File: src/rtl/alu_op_sequencer.sv
// Command FIFO plus IDLE/EXEC/RESP sequencer driving a shared 4-bit add/sub/compare datapath.
// Optional build macro: ALU_SEQ_RESERVED_TRAP_EN (trap op 11: dp_sel forced to 00, rsp_data 0, rsp_err 1).
module alu_op_sequencer #(
  parameter int DEPTH = 4
) (
  input  logic       clk,
  input  logic       rst_n,
  input  logic       req_valid,
  output logic       req_ready,
  input  logic [1:0] req_op,
  input  logic [3:0] req_a,
  input  logic [3:0] req_b,
  output logic [3:0] dp_a,
  output logic [3:0] dp_b,
  output logic [1:0] dp_sel,
  input  logic [3:0] dp_y,
  output logic       rsp_valid,
  input  logic       rsp_ready,
  output logic [3:0] rsp_data,
  output logic [1:0] rsp_op,
  output logic       rsp_err,
  output logic       busy,
  output logic [7:0] cmpl_cnt,
  output logic [1:0] dbg_state
);

  // Handshakes: a transfer happens on the rising edge where valid && ready are both high.
  // A producer holds valid and its payload stable until that edge; ready never depends on valid.

  localparam int AW = (DEPTH > 1) ? $clog2(DEPTH) : 1;
  localparam int CW = AW + 1;
  localparam logic [AW-1:0] PTR_ONE = 1;
  localparam logic [CW-1:0] CNT_ONE = 1;
  localparam logic [CW-1:0] CNT_FULL = CW'(DEPTH);

  typedef enum logic [1:0] {
    S_IDLE = 2'd0,
    S_EXEC = 2'd1,
    S_RESP = 2'd2
  } state_t;

  state_t        state;
  logic [9:0]    mem [DEPTH];
  logic [AW-1:0] wr_ptr;
  logic [AW-1:0] rd_ptr;
  logic [CW-1:0] count;
  logic          fifo_full;
  logic          fifo_empty;
  logic          push;
  logic          pop;
  logic [1:0]    head_op;
  logic [3:0]    head_a;
  logic [3:0]    head_b;
  logic          head_trap;
  logic [1:0]    op_q;
  logic          trap_q;

  assign fifo_full  = (count == CNT_FULL);
  assign fifo_empty = (count == '0);
  assign req_ready  = !fifo_full;
  assign push       = req_valid && !fifo_full;
  // The sequencer is the only consumer; it pops in IDLE or on a response handshake.
  assign pop        = !fifo_empty && ((state == S_IDLE) || ((state == S_RESP) && rsp_ready));
  assign {head_op, head_a, head_b} = mem[rd_ptr];

`ifdef ALU_SEQ_RESERVED_TRAP_EN
  assign head_trap = (head_op == 2'b11);
`else
  assign head_trap = 1'b0;
`endif

  assign busy      = (state != S_IDLE) || !fifo_empty;
  assign dbg_state = state;

  always_ff @(posedge clk) begin
    if (push) begin
      mem[wr_ptr] <= {req_op, req_a, req_b};
    end
  end

  always_ff @(posedge clk or negedge rst_n) begin
    if (!rst_n) begin
      wr_ptr <= '0;
      rd_ptr <= '0;
      count  <= '0;
    end else begin
      if (push) wr_ptr <= wr_ptr + PTR_ONE;
      if (pop)  rd_ptr <= rd_ptr + PTR_ONE;
      case ({push, pop})
        2'b10:   count <= count + CNT_ONE;
        2'b01:   count <= count - CNT_ONE;
        default: count <= count;
      endcase
    end
  end

  always_ff @(posedge clk or negedge rst_n) begin
    if (!rst_n) begin
      state     <= S_IDLE;
      dp_a      <= '0;
      dp_b      <= '0;
      dp_sel    <= '0;
      op_q      <= '0;
      trap_q    <= 1'b0;
      rsp_valid <= 1'b0;
      rsp_data  <= '0;
      rsp_op    <= '0;
      rsp_err   <= 1'b0;
      cmpl_cnt  <= '0;
    end else begin
      // Operand/select load shares the pop condition in both IDLE and RESP.
      if (pop) begin
        dp_a   <= head_a;
        dp_b   <= head_b;
        dp_sel <= head_trap ? 2'b00 : head_op;
        op_q   <= head_op;
        trap_q <= head_trap;
      end
      case (state)
        S_IDLE: begin
          if (pop) state <= S_EXEC;
        end
        S_EXEC: begin
          rsp_data  <= trap_q ? 4'h0 : dp_y;
          rsp_op    <= op_q;
          rsp_err   <= trap_q;
          rsp_valid <= 1'b1;
          state     <= S_RESP;
        end
        S_RESP: begin
          if (rsp_ready) begin
            rsp_valid <= 1'b0;
            cmpl_cnt  <= cmpl_cnt + 8'd1;
            state     <= pop ? S_EXEC : S_IDLE;
          end
        end
        default: state <= S_IDLE;
      endcase
    end
  end

endmodule

File: config.mk
export PLATFORM = sky130hd
export DESIGN_NAME = alu_op_sequencer
export DESIGN_NICKNAME = d
export VERILOG_FILES = /design/src/rtl/alu_op_sequencer.sv
export SDC_FILE = /design/constraint.sdc
export NUM_CORES = 1
export LEC_CHECK = 0
export BUFFER_PORTS_ARGS = -buffer_cell sky130_fd_sc_hd__buf_4
export CORE_MARGIN = 5
export CORE_UTILIZATION = 44
export DETAILED_ROUTE_END_ITERATION = 12
export GPL_TIMING_DRIVEN = 1
export SYNTH_ARGS = -nofsm -noshare
export SYNTH_HDL_FRONTEND = slang
export SYNTH_SLANG_ARGS = --single-unit
File: constraint.sdc
create_clock -name clk -period 3.2 [get_ports clk]
set_input_delay 0.64 -clock clk [delete_from_list [all_inputs] [get_ports clk]]
set_output_delay 0.64 -clock clk [all_outputs]
set_load 0.01 [all_outputs]
==> metrics.md <==
| Metric | Value |
|---|---|
| Status | finished clean |
| Routed WL per cell | 17.2 um |
| Max VDD drop | between 0.0004 and 0.0005 V |
| Number of global-route vias before repair | 1704 |
| Root Driver | clkbuf_8 |
| Synth top area share | 0.400 |
| Maxcap violations | 0 |
| I/O pin count | 48 |
| CP max stage cell | or3b_4 |
| CP Cell Sequence | or3b_4 -> and2_4 -> inv_1 -> ha_1 -> fa_1 -> mux2_2 |
| Global route total overflow | 0 |
| Slew Limit Headroom | 0.505 |
| Core ar. | 0.00672 sq mm |
| RR Endpoint | count[1] |
| Switch Pwr | roughly 0.0011 W |
| Synth unique cells | 30 |
| Worst setup EP type | flop |
| H-tree depth | 3 |
| Largest net degree at the start of global routing | 35 |
| CTS tree | built |
| Reg-to-reg startpoint | count[1] |
| Routed WL | roughly 5300 um |
| Hold Crit Class | in2async |
| Die height | about 90 um |
| # diodes | 0 |
| Hold_ws | between 200 and 250 ps |
| First-pass GRT wire length | ~8700 um |
| Sequential share of the synthesized area | 0.682 |
| Via density per instance | between 5 and 6 |
| DP HPWL | ~3600 um |
| Worst EP arrival | 2340 ps |
| Die Width | about 93 um |
| Clock group share of total power | 0.173 |
| TritonRoute pass-1 iters | 4 |
| Critical path buffers and inverters | 1 |
| Worst setup path end | count[1] |
| CTS clk-pin slew, worst paths | 80 ps |
| Cell count along the critical path | 6 |
| Routed Antenna Nets | 0 |
| Via count | roughly 1600 |
| Pint | ~0.0024 W |
| Top Family by Delay on Critical Path | simple AND/OR/NAND/NOR gates |
| Setup violators final | 0 |
| Mapped cell area | about 0.0030 sq mm |
| Final Power | ~0.0035 W |
| Actual slew at the worst max-slew pin | about 740 ps |
| Clock Skew | 9.68 ps |
| Total Negative Setup Slacks | 0 ps |
| Top cells by area, synth | edfxtp_1, dfrtp_1, mux4_2 |
| IO buf count | 46 |
| Pins Over Slew Limit | 0 |
| Worst skew pair latency | about 330 ps |
| Worst Path Class, Setup | reg2reg |
| P_leak | ~1.5 nW |
| Clock Tree Buf Depth | 2 |
| Dpl ws | around 1000 ps |
| Post-synth net total | ~190 |
| Synthesis-to-finish area growth | 19.4% |
| Die footprint | about 0.0086 sq mm |
| Final Util | 0.534 |
| Seq cells post-synth | between 70 and 80 |
| Minimum clock period | around 2100 ps |
| Nets | between 200 and 250 |
| Reg-to-reg slack, setup | roughly 1100 ps |
| Final worst slack | 1080 ps |
| Post-Synthesis Cells | roughly 170 |
| Max stage delay on crit path | ~450 ps |
| Initial DRC Count | 64 |
| Post-CTS sizing | 0 |
| Row cnt | 30 |
| Final hold violations | 0 |
| Clock sink count | between 70 and 80 |
| CTS Buf Count | 9 |
| Combinational power share | 0.369 |
| Mean Syn Cell Area | 18.1 sq um |
| Synth Warn # | 0 |
| Sw Share | 0.317 |
| Cell taking the most area after synthesis | edfxtp_1 |
| Initial Util | 0.447 |
| DR DRC count | 0 |
| Final worst path period share | 0.663 |
| RSZ-0062 raised after global routing | no |
| PwrDens | 975 mW/mm^2 |
| Max Freq | 0.472 GHz |
| Worst path required time | around 3400 ps |
| GPL Wtd Cong | 0.703 |
| Crit path launch | count[1] |
| Setup bufs post-CTS | 0 |
| Layout cells sized above 1 | 0.440 |
| Initial antenna violation count | 0 |
| Seq pwr share | 0.458 |
| Max FO, Critical Path | 6 |
| Tot GR Track Use | 0.136 |
| Reg2Reg Depth | 6 |
| Worst setup SP type | flop |
| Hold buffers post-CTS | 0 |
layout make-up:
cell class	count	area, sq um
repair buffers	47	353
inverters	7	26.3
well taps	80	100
flip-flops and latches	74	2050
multi-input cells	81	895
clock buffers	12	145
fillers	558	3130
clock inverters	4	17.5
cells in the mapped netlist, drive strengths merged:
master / instances
and2: 1
mux4: 10
conb: 1
ha: 6
nor2: 6
nand3: 3
a21oi: 2
or3b: 1
buf: 3
edfxtp: 40
dfrtp: 34
inv: 7
nor4b: 1
xnor2: 5
nor3: 5
xor2: 8
nand3b: 1
clkbuf: 1
fa: 1
a21o: 1
and2b: 1
nor4: 1
and3: 4
nand2: 4
mux2: 19
stage by stage:
stage	area [sq um]	instances
floorplan	3010	166
global placement	3430	289
detailed placement	3430	289
CTS	3590	305
global route	3590	305
finish	3590	305
per-layer routing:
| metal | wire length, um | global-route usage | vias up |
|---|---|---|---|
| li1 | - | - | 718 |
| met1 | 2250 | 0.170 | 785 |
| met2 | 2610 | 0.219 | 43 |
| met3 | 301 | 0.0431 | 10 |
| met4 | 98 | 0.0586 | 0 |
| met5 | 0 | 0 | - |
cell usage in the layout (no fill, tap or decap), drive strengths merged:
master,synthesis,layout
a21o,1,1
a21oi,2,2
and2,1,1
and2b,1,1
and3,4,4
buf,3,47
clkbuf,1,12
clkinv,0,4
conb,1,1
dfrtp,34,34
edfxtp,40,40
fa,1,1
ha,6,6
inv,7,7
mux2,19,19
mux4,10,10
nand2,4,4
nand3,3,3
nand3b,1,1
nor2,6,6
nor3,5,5
nor4,1,1
nor4b,1,1
or3b,1,1
xnor2,5,5
xor2,8,8
registers in the layout (all words and copies together) (netlist names):
register,flops
op_q,2
rsp_data,4
cmpl_cnt,8
rd_ptr,2
dp_b,4
dbg_state,2
rsp_valid,1
wr_ptr,2
count,3
rsp_op,2
dp_a,4
mem,40
kinds of logic (layout without fill, tap and decap cells):
logic type | Yosys count | in the layout | synth area share
muxes | 29 | 29 | 0.157
AOI/OAI and AO/OA | 3 | 3 | 0.00583
other | 1 | 1 | 0.00125
xor gates and xnor gates | 13 | 13 | 0.0379
DFF | 74 | 74 | 0.682
adders and majority gates | 7 | 7 | 0.0316
buffers and inverters | 11 | 70 | 0.0200
and+or+nand+nor | 28 | 28 | 0.0637
how the worst min path moves through the flow:
stage | to | slack [ps] | cells after the start
after floorplan | cmpl_cnt[0] | 340 | 0
after global placement | cmpl_cnt[7] | 460 | 1
after detailed placement | cmpl_cnt[7] | 470 | 1
after CTS | dp_a[3] | 260 | 1
after global routing | dp_a[3] | 270 | 1
final | dp_a[1] | 250 | 1
power by group through the flow:
| stage | combinational [W] | clock [W] | sequential [W] |
|---|---|---|---|
| after global placement | 0.00127 | 0 | 0.00160 |
| after floorplan | 0.000870 | 0 | 0.00159 |
| after CTS | 0.00132 | 0.000626 | 0.00161 |
| after detailed placement | 0.00132 | 0 | 0.00163 |
| after global routing | 0.00141 | 0.000676 | 0.00165 |
| final | 0.00129 | 0.000606 | 0.00160 |
(Power assumes the default switching activity.)
